## src/rtl/execute_unit.sv

```systemverilog
// Y-86 execute stage: drives operands/select to an external ALU, evaluates the
// branch/cmov condition from the current flags, and registers results for memory.
module execute_unit (
    input  logic        clk,
    input  logic        rst,
    input  logic        in_valid,
    input  logic        stall,
    input  logic        bubble,
    input  logic [3:0]  icode,
    input  logic [3:0]  ifun,
    input  logic [63:0] valA,
    input  logic [63:0] valB,
    input  logic [63:0] valC,
    input  logic [3:0]  dstE,
    input  logic        cc_inhibit,
    output logic [63:0] alu_a,
    output logic [63:0] alu_b,
    output logic [1:0]  alu_s,
    input  logic [63:0] alu_result,
    input  logic        ovf_add,
    input  logic        ovf_sub,
    output logic        out_valid,
    output logic [3:0]  out_icode,
    output logic [63:0] out_valE,
    output logic [63:0] out_valA,
    output logic [3:0]  out_dstE,
    output logic        out_cnd,
    output logic        out_err,
    output logic [2:0]  cc
);

    localparam logic [3:0] I_CMOV = 4'h2;
    localparam logic [3:0] I_OPQ  = 4'h6;
    localparam logic [3:0] I_JXX  = 4'h7;
    localparam logic [3:0] I_NOP  = 4'h1;
    localparam logic [3:0] R_NONE = 4'hF;

    logic zf, sf, of_flag;
    logic cond_true;
    logic cnd;
    logic err;
    logic cc_en;
    logic of_next;

    assign zf      = cc[2];
    assign sf      = cc[1];
    assign of_flag = cc[0];

    always_comb begin
        alu_a = '0;
        alu_b = '0;
        case (icode)
            4'h4, 4'h5, 4'h6, 4'h8, 4'h9, 4'hA, 4'hB: alu_a = valB;
            default: alu_a = '0;
        endcase
        case (icode)
            4'h2, 4'h6:       alu_b = valA;
            4'h3, 4'h4, 4'h5: alu_b = valC;
            4'h8, 4'hA:       alu_b = 64'hFFFF_FFFF_FFFF_FFF8;
            4'h9, 4'hB:       alu_b = 64'd8;
            default:          alu_b = '0;
        endcase
        alu_s = (icode == I_OPQ && ifun <= 4'd3) ? ifun[1:0] : 2'b00;
    end

    // Condition uses the flags as they stand before this instruction's update.
    always_comb begin
        cond_true = 1'b0;
        case (ifun)
            4'd0:    cond_true = 1'b1;
            4'd1:    cond_true = (sf ^ of_flag) | zf;
            4'd2:    cond_true = sf ^ of_flag;
            4'd3:    cond_true = zf;
            4'd4:    cond_true = ~zf;
            4'd5:    cond_true = ~(sf ^ of_flag);
            4'd6:    cond_true = ~(sf ^ of_flag) & ~zf;
            default: cond_true = 1'b0;
        endcase
        cnd = (icode == I_CMOV || icode == I_JXX) ? cond_true : 1'b0;
    end

    always_comb begin
        err = in_valid & ((icode > 4'hB)
                        | (icode == I_OPQ && ifun > 4'd3)
                        | ((icode == I_CMOV || icode == I_JXX) && ifun > 4'd6));
        cc_en = in_valid & (icode == I_OPQ) & ~stall & ~bubble & ~cc_inhibit & ~err;
        case (ifun)
            4'd0:    of_next = ovf_add;
            4'd1:    of_next = ovf_sub;
            default: of_next = 1'b0;
        endcase
    end

    always_ff @(posedge clk) begin
        if (rst) begin
            cc <= 3'b100;
        end else if (cc_en) begin
            cc <= {(alu_result == 64'd0), alu_result[63], of_next};
        end
    end

    // Reset and bubbles both leave a nop in the output register; stall holds it.
    always_ff @(posedge clk) begin
        if (rst || (!stall && (bubble || !in_valid))) begin
            out_valid <= 1'b0;
            out_icode <= I_NOP;
            out_valE  <= '0;
            out_valA  <= '0;
            out_dstE  <= R_NONE;
            out_cnd   <= 1'b0;
            out_err   <= 1'b0;
        end else if (!stall) begin
            out_valid <= 1'b1;
            out_icode <= icode;
            out_valE  <= alu_result;
            out_valA  <= valA;
            out_dstE  <= (err || (icode == I_CMOV && !cnd)) ? R_NONE : dstE;
            out_cnd   <= cnd;
            out_err   <= err;
        end
    end

endmodule

```

## config.mk

```make
export PLATFORM = sky130hd
export DESIGN_NAME = execute_unit
export DESIGN_NICKNAME = d
export VERILOG_FILES = /design/src/rtl/execute_unit.sv
export SDC_FILE = /design/constraint.sdc
export NUM_CORES = 1
export LEC_CHECK = 0
export CELL_PAD_IN_SITES_DETAIL_PLACEMENT = 1
export CELL_PAD_IN_SITES_GLOBAL_PLACEMENT = 1
export CORE_AREA = 2 2 212 214
export DETAILED_ROUTE_END_ITERATION = 12
export DIE_AREA = 0 0 214 216
export GPL_TIMING_DRIVEN = 0
export PLACE_DENSITY_LB_ADDON = 0.12
export SYNTH_ARGS = -nofsm -noshare
export SYNTH_HDL_FRONTEND = slang
export SYNTH_SLANG_ARGS = --single-unit
```

## constraint.sdc

```tcl
create_clock -name clk -period 5.1 [get_ports clk]
set_clock_uncertainty 0.15 [all_clocks]
set_input_delay 1.02 -clock clk [delete_from_list [all_inputs] [get_ports clk]]
set_output_delay 1.02 -clock clk [all_outputs]
set_load 0.02 [all_outputs]
```

After elaboration in Yosys (flattened, before gate mapping)
Index checks and enable logic that the tools add are counted.
{"block": "totals", "reg_bits": 142, "out_inout_bits": 272}
{"block": "op_classes", "order_cmp": 4, "n_reduce_logical": 19, "n_bitwise": 17, "n_mux": 7, "n_eq_ne": 16}
{"cell": "64-bit one-hot mux with 4 select lines", "count": 1}
{"cell": "64-bit logical NOT", "count": 1}
{"cell": "64-bit 2-to-1 mux", "count": 1}
{"cell": "4-bit by 3-bit == test with 1-bit output, second input constant", "count": 7}
{"cell": "4-bit by 2-bit == test with 1-bit output, second input constant", "count": 4}
{"cell": "4-bit == test, second input constant", "count": 4}
{"cell": "1-bit bitwise AND", "count": 7}
{"cell": "1-bit one-hot mux with 7 select lines", "count": 1}
{"cell": "7-bit OR reduction", "count": 1}
{"cell": "1-bit inverter", "count": 6}
{"cell": "2-bit OR reduction", "count": 3}
{"cell": "1-bit logical AND", "count": 5}
{"cell": "4-bit by 1-bit == test with 1-bit output, second input constant", "count": 1}
{"cell": "4-bit by 2-bit > comparator with 1-bit output, second input constant", "count": 1}
{"cell": "4-bit by 3-bit > comparator with 1-bit output, second input constant", "count": 1}
{"cell": "4-bit > comparator, second input constant", "count": 1}
{"cell": "4-bit by 2-bit <= comparator with 1-bit output, second input constant", "count": 1}
{"cell": "4-bit logical NOT", "count": 1}
{"cell": "1-bit logical OR", "count": 4}
{"cell": "4-bit 2-to-1 mux", "count": 1}
{"cell": "1-bit logical NOT", "count": 3}
{"cell": "1-bit bitwise OR", "count": 3}
{"cell": "3-bit OR reduction", "count": 1}
{"cell": "2-bit 2-to-1 mux", "count": 1}
{"cell": "other kinds (3)", "count": 3}

Depth between registers and ports, before layout
Gate-level depths: netlist (run 1).
{"block": "logic_depth", "word_depth": 9, "ltp_mapped": 7}

Worst setup path before layout (run 1)
No wires, ideal clock.
{"block": "synth_path", "path_type": "input to output", "start": "in icode[3]", "end": "out alu_b[10]", "required_ps": 3930, "path_stages": 5, "slack_ps": 1726, "path_buffers": 3, "arrival_time_ps": 2204, "path_cell_list": "buf_2 -> and2b_2 -> buf_2 -> clkbuf_1 -> a221o_1"}
{"block": "synth_between", "elab_chain_cells": 3, "elab_cells_between_ends": 14, "classes_between": "eq/ne (9); mux (1); reduce/logical (4)"}
{"element": "start, declared", "line_no": "9", "rtl": "input logic [3:0] icode,"}
{"element": "4-bit by 2-bit == test with 1-bit output, or another cell as far along", "line_no": "56", "rtl": "case (icode)"}
{"element": "3-bit OR reduction or 2-bit OR reduction (tied branches)", "line_no": "56"}
{"element": "64-bit one-hot mux with 4 select lines (*)", "line_no": "56"}
{"element": "end, declared", "line_no": "17", "rtl": "output logic [63:0] alu_b,"}
Every way passes the cells marked *; elsewhere a longest branch is shown, timed or not.

Worst setup path in the final report (run 1)
{"block": "layout_path", "start": "in icode[0]", "end": "out alu_b[18]"}
The elaborated chain is that of the path after synthesis.

==> results of run 1 <==
[per-stage QoR]
| stage | hold slack (ps) | instances |
|---|---|---|
| floorplan | 376 | 676 |
| global placement | 293 | 1813 |
| detailed placement | 292 | 1814 |
| CTS | 302 | 1846 |
| global route | 338 | 1846 |
| finish | 302 | 1846 |
[cells in the final DEF (no fill, tap or decap), types with 3 or more instances in the layout]
cell,instances
a21oi_1,4
and2_1,64
clkbuf_1,14
clkbuf_16,17
buf_2,16
clkbuf_2,19
buf_1,8
o22a_1,5
dfxtp_1,142
clkbuf_8,3
mux2i_1,134
clkinv_2,3
nand2_1,7
clkdlybuf4s50_1,545
a22o_1,3
a221o_1,60
nand4_1,4
nor2_1,138
nor4_1,16
clkinv_4,4
[Yosys cell counts, types with 3 or more instances]
cell      number  share of area
nor3b_1        3         0.0035
nand2_1        7         0.0040
o22a_1         5         0.0067
dfxtp_1      142           0.44
and2_1        64          0.062
a221o_1       60          0.093
a22o_1         3         0.0040
buf_1          8         0.0046
nor4_1        16          0.015
clkbuf_1      33          0.019
mux2i_1      135           0.21
nor2_1       138          0.080
nand4_1        4         0.0039
buf_2         17          0.013
a21oi_1        4         0.0031
[per-layer routing]
metal,routed length (um),vias to the layer above,track usage
li1,-,3553,-
met1,16200,3527,0.191
met2,19100,304,0.281
met3,3490,32,0.0692
met4,539,6,0.0410
met5,38,-,0
[power groups by stage]
stage / clock network, W / logic [W] / registers (W)
2_1_floorplan: 0 / 0.000332 / 0.00126
3_3_place_gp: 0 / 0.000978 / 0.00120
3_5_place_dp: 0 / 0.000979 / 0.00121
4_1_cts: 0.00136 / 0.000987 / 0.00118
5_1_grt: 0.00140 / 0.00103 / 0.00119
6_report: 0.00130 / 0.000969 / 0.00118
[kinds of logic (layout without fill, tap and decap cells)]
kind of cell | Yosys count | in the layout
multiplexers | 137 | 137
XOR/XNOR | 2 | 2
buffers and inverters | 62 | 640
AND/OR/NAND/NOR | 248 | 248
AO/OA/AOI/OAI | 85 | 85
flip-flops | 142 | 142
[worst min path at each step]
stage / from / endpoint / slack [ps] / cells past startpoint
floorplan: out_valid / out_valid / 380 / 2
global placement: out_valid / out_valid / 290 / 2
detailed placement: out_valid / out_valid / 290 / 2
CTS: out_valid / out_valid / 300 / 2
global route: out_valid / out_valid / 340 / 2
finish: out_valid / out_valid / 300 / 2
[layout make-up]
type	instances	area, um2	area share
Buffer	58	265	0.0199
Clock buffer	20	467	0.0350
Clock inverter	12	135	0.0101
Inverter	4	15.0	0.00112
Multi-Input combinational cell	472	3420	0.256
Sequential cell	142	2840	0.213
Tap cell	592	741	0.0555
Timing Repair Buffer	546	5460	0.409
[state kept, by name (all words and copies together), names as in the netlist]
signal,flops
out_dstE,4
out_valA,64
out_valid,1
cc,3
out_cnd,1
out_icode,4
out_valE,64
out_err,1
[worst max-delay path, stage by stage]
cell and delay [ps]:
clkdlybuf4s50_1 570, and2b_1 340, and2b_2 260, buf_2 330, clkbuf_2 330, a221o_1 270, clkdlybuf4s50_1 630
==> results.py, run 1 <==
metrics = {
    "setup_path": {
        "end_kind": "output port",
        "cp.arrival_ps": 3750,
        "crit_start": "icode[0]",
        "worstRegToRegCells": 5,
        "ff2ff_setup_slack_ps": 3030,
        "worstPathRequired_ps": 3930,
        "startpoint_type": "input pin",
        "rr_endpoint": "out_dstE[1]",
        "crit_end": "alu_b[18]",
        "crit_fanout": 10,
        "r2r_start": "cc[2]",
        "path_class": "input pin to output port",
    },
    "layout": {
        "n_antenna_cell": 0,
        "fin_area_um2": 13300,
        "area_delta_synth_final_pct": 106,
        "drive_gt1_frac": 0.0630,
        "fin_nets": 1517,
        "final_util": 0.304,
        "fill_cells": 5045,
    },
    "detailed_routing": {
        "ant_nets": 0,
        "first_pass_iters": 4,
        "viasPerCell": 4.02,
        "drtIter0Drc": 219,
        "num_vias": 7422,
        "finalWirelength_mm": 39.4,
        "routedWlPerCell_um": 21.3,
        "remaining_drc_errors": 0,
    },
    "cts": {
        "root_buffer": "clkbuf_16",
        "cts_resized": 13,
        "cts_sinks": 142,
        "postCtsSetupRepairBufs": 0,
        "insertion_delay_ps": 440,
        "clkTransAtPathRegs_ps": 60,
        "htreeDepth": 4,
        "cts_buffers": 17,
        "clock_path_buffers": 2,
        "cts_hold_buf": 0,
        "cts_tree": "built",
    },
    "sta": {
        "setup_slack_ps": 183,
        "worst_pin_slew_ps": 1110,
        "min_period_ps": 4920,
        "relSlewSlack": 0.258,
        "max_freq_mhz": 203,
        "rsz0062_at_grt": "false",
        "post-route-period-util": 0.964,
        "drv_slew": 0,
        "hold_viol": 0,
        "finalSetupTns_ps": 0,
        "setup_viol": 0,
    },
    "global_routing": {
        "track_usage": 0.165,
        "overflow": 0,
        "grt_max_degree": 17,
        "grt_pass1_wl_mm": 55.7,
        "grt_pass1_vias": 7870,
        "antenna_found_initial": 3,
    },
    "floorplan": {
        "placeableCoreArea_um2": 43800,
        "die_y_um": 216,
        "initial_core_util": 0.148,
        "dieArea_um2": 46200,
        "dieWidth_um": 214,
        "io_pins": 548,
        "num_rows": 77,
    },
    "pwr": {
        "p_int_w": 0.00243,
        "pwr-share-clk": 0.376,
        "power_leakage_nw": 5.21,
        "power_switching_w": 0.00101,
        "power_w": 0.00344,
        "power_per_cell_area_nw_per_um2": 258,
        "vdd_drop_max_mv": 0.234,
        "power_switching_share": 0.294,
        "pwr-share-seq": 0.343,
        "combPwrFrac": 0.281,
    },
    "logic_synthesis": {
        "synthArstFlopShare": 0,
        "syn_inst": 676,
        "synth_top_family_by_area": "multiplexers",
        "syn_avg_cell_area_um2": 9.60,
        "yosys_warnings": 0,
        "ys.flop_type": "dfxtp_1",
        "synthesis.nets": 952,
        "synth_compound_area_frac": 0.122,
        "synth_area_um2": 6490,
        "synthXorXnorAreaFrac": 0.00270,
        "synth_edf_count": 0,
        "synth-simple-area-share": 0.187,
        "ys_ff_latch": 142,
        "synth_mux_area_frac": 0.212,
        "synthAdderAreaFrac": 0,
        "yosysSeqAreaShare": 0.438,
        "yosysUniqueCellTypes": 41,
    },
    "placed_design": {
        "gp_congestion": 0.849,
        "dp_slack_ps": -455,
        "io_buffers": 545,
        "dp_hpwl_mm": 32.2,
        "dpl_cell_area_um2": 12700,
    },
    "job": {
        "drv_cap": 0,
    },
    "min_path": {
        "hp-class": "register to register",
    },
    "outcome": {
        "run_status": "finished, final reports clean",
    },
}
Note: power is estimated with default switching activity, not from simulation.
==> inputs of run 2 (changes only) <==
SKIP_CTS_REPAIR_TIMING = 1   (was not set)
==> results.py, run 2 (synthesized netlist as in run 1, its figures left out) <==
metrics = {
    "outcome": {
        "run_status": "finished, final reports clean",
    },
    "detailed_routing": {
        "ant_nets": 0,
        "routedWlPerCell_um": 21.3,
        "num_vias": 7399,
        "remaining_drc_errors": 0,
        "first_pass_iters": 4,
        "drtIter0Drc": 216,
        "viasPerCell": 4.01,
        "finalWirelength_mm": 39.3,
    },
    "setup_path": {
        "crit_fanout": 10,
        "crit_buf_inv": 4,
        "worstPathRequired_ps": 3930,
        "startpoint_type": "input pin",
        "end_kind": "output port",
        "crit_family": "buffers and inverters",
        "path_class": "input pin to output port",
        "crit_slowest_cell": "clkdlybuf4s50_1",
        "crit_top_cell": "clkdlybuf4s50_1",
        "cp.arrival_ps": 3790,
        "crit_chain": "clkdlybuf4s50_1, buf_2, nand2_1, mux2i_4, clkbuf_1, and2_1, clkdlybuf4s50_1",
        "slowest_delay_ps": 680,
    },
    "sta": {
        "drv_slew": 0,
        "worst_pin_slew_ps": 1140,
        "rsz0062_at_grt": "true",
        "min_period_ps": 4960,
        "post-route-period-util": 0.972,
        "hold_viol": 0,
        "setup_viol": 0,
        "relSlewSlack": 0.241,
        "holdWs_ps": 302,
        "max_freq_mhz": 202,
    },
    "pwr": {
        "power_per_cell_area_nw_per_um2": 258,
        "power_switching_w": 0.00101,
        "power_switching_share": 0.295,
        "power_leakage_nw": 5.20,
        "p_int_w": 0.00243,
        "pwr-share-clk": 0.376,
        "combPwrFrac": 0.281,
        "power_w": 0.00344,
        "pwr-share-seq": 0.343,
        "vdd_drop_max_mv": 0.234,
    },
    "layout": {
        "top_regs": "out_valA (64), out_valE (64)",
        "fin_nets": 1517,
        "n_antenna_cell": 0,
        "final_cell_mix": "clkdlybuf4s50_1 (545), dfxtp_1 (142), nor2_1 (138)",
        "drive_gt1_frac": 0.0606,
        "fill_cells": 5045,
        "area_delta_synth_final_pct": 106,
        "final_common_cell": "clkdlybuf4s50_1",
        "instances_no_fill": 1846,
        "final_util": 0.304,
    },
    "global_routing": {
        "grt_max_degree": 17,
        "overflow": 0,
        "grt_pass1_vias": 7867,
        "antenna_found_initial": 3,
        "grt_pass1_wl_mm": 55.7,
        "track_usage": 0.165,
    },
    "floorplan": {
        "dieArea_um2": 46200,
        "io_pins": 548,
        "placeableCoreArea_um2": 43800,
        "dieWidth_um": 214,
        "num_rows": 77,
        "die_y_um": 216,
        "initial_core_util": 0.148,
    },
    "cts": {
        "htreeDepth": 4,
        "clock_path_buffers": 2,
        "root_buffer": "clkbuf_16",
        "cts_sinks": 142,
        "cts_buffers": 17,
        "insertion_delay_ps": 440,
        "clkTransAtPathRegs_ps": 60,
        "cts_tree": "built",
    },
    "placed_design": {
        "dp_hpwl_mm": 32.2,
        "placed_cells": 1814,
        "io_buffers": 545,
        "gp_congestion": 0.849,
    },
    "job": {
        "drv_cap": 0,
    },
    "min_path": {
        "hp-class": "register to register",
    },
}
[run 2: layout make-up]
type / count / area (um2) / area share
Timing Repair Buffer: 546 / 5460 / 0.409
Clock buffer: 20 / 467 / 0.0350
Sequential cell: 142 / 2840 / 0.213
Buffer: 58 / 262 / 0.0196
Clock inverter: 12 / 135 / 0.0101
Tap cell: 592 / 741 / 0.0555
Multi-Input combinational cell: 472 / 3420 / 0.256
Inverter: 4 / 15.0 / 0.00113
[run 2: metrics by stage]
stage	worst slack, ps	TNS (ps)	cell area, um2
global placement	-723	-39570	12700
finish	142	0	13300
global route	-37.4	-199	13300
detailed placement	-455	-19630	12700
floorplan	1730	0	6490
CTS	-466	-20840	13300
[run 2: layer usage]
layer / vias up / track usage / wire length, um
met5: - / 0 / 38
met4: 6 / 0.0410 / 539
met3: 32 / 0.0692 / 3460
met2: 298 / 0.281 / 19100
met1: 3509 / 0.192 / 16200
li1: 3554 / - / -
[run 2: worst reg2reg max path, stage by stage, from the launching register on]
cell	delay, ps
dfxtp_1	420
mux2_2	360
nor3b_1	200
a211oi_1	110
o311ai_2	540
o22a_1	240
[run 2: worst paths after layout]
check	slack, ps	endpoint	startpoint	depth (start not counted)
setup / recovery	140	alu_a[53]	icode[2]	7
hold / removal	300	out_valid	out_valid	2
hold reg to reg	300	out_valid	out_valid	2
setup reg to reg	3030	out_dstE[1]	cc[2]	5
[run 2: power by group through the flow]
stage	Sequential, W	Combinational (W)	Clock [W]
3_3_place_gp	0.00120	0.000978	0
4_1_cts	0.00118	0.000984	0.00136
2_1_floorplan	0.00126	0.000332	0
3_5_place_dp	0.00121	0.000979	0
6_report	0.00118	0.000968	0.00130
5_1_grt	0.00119	0.00103	0.00140
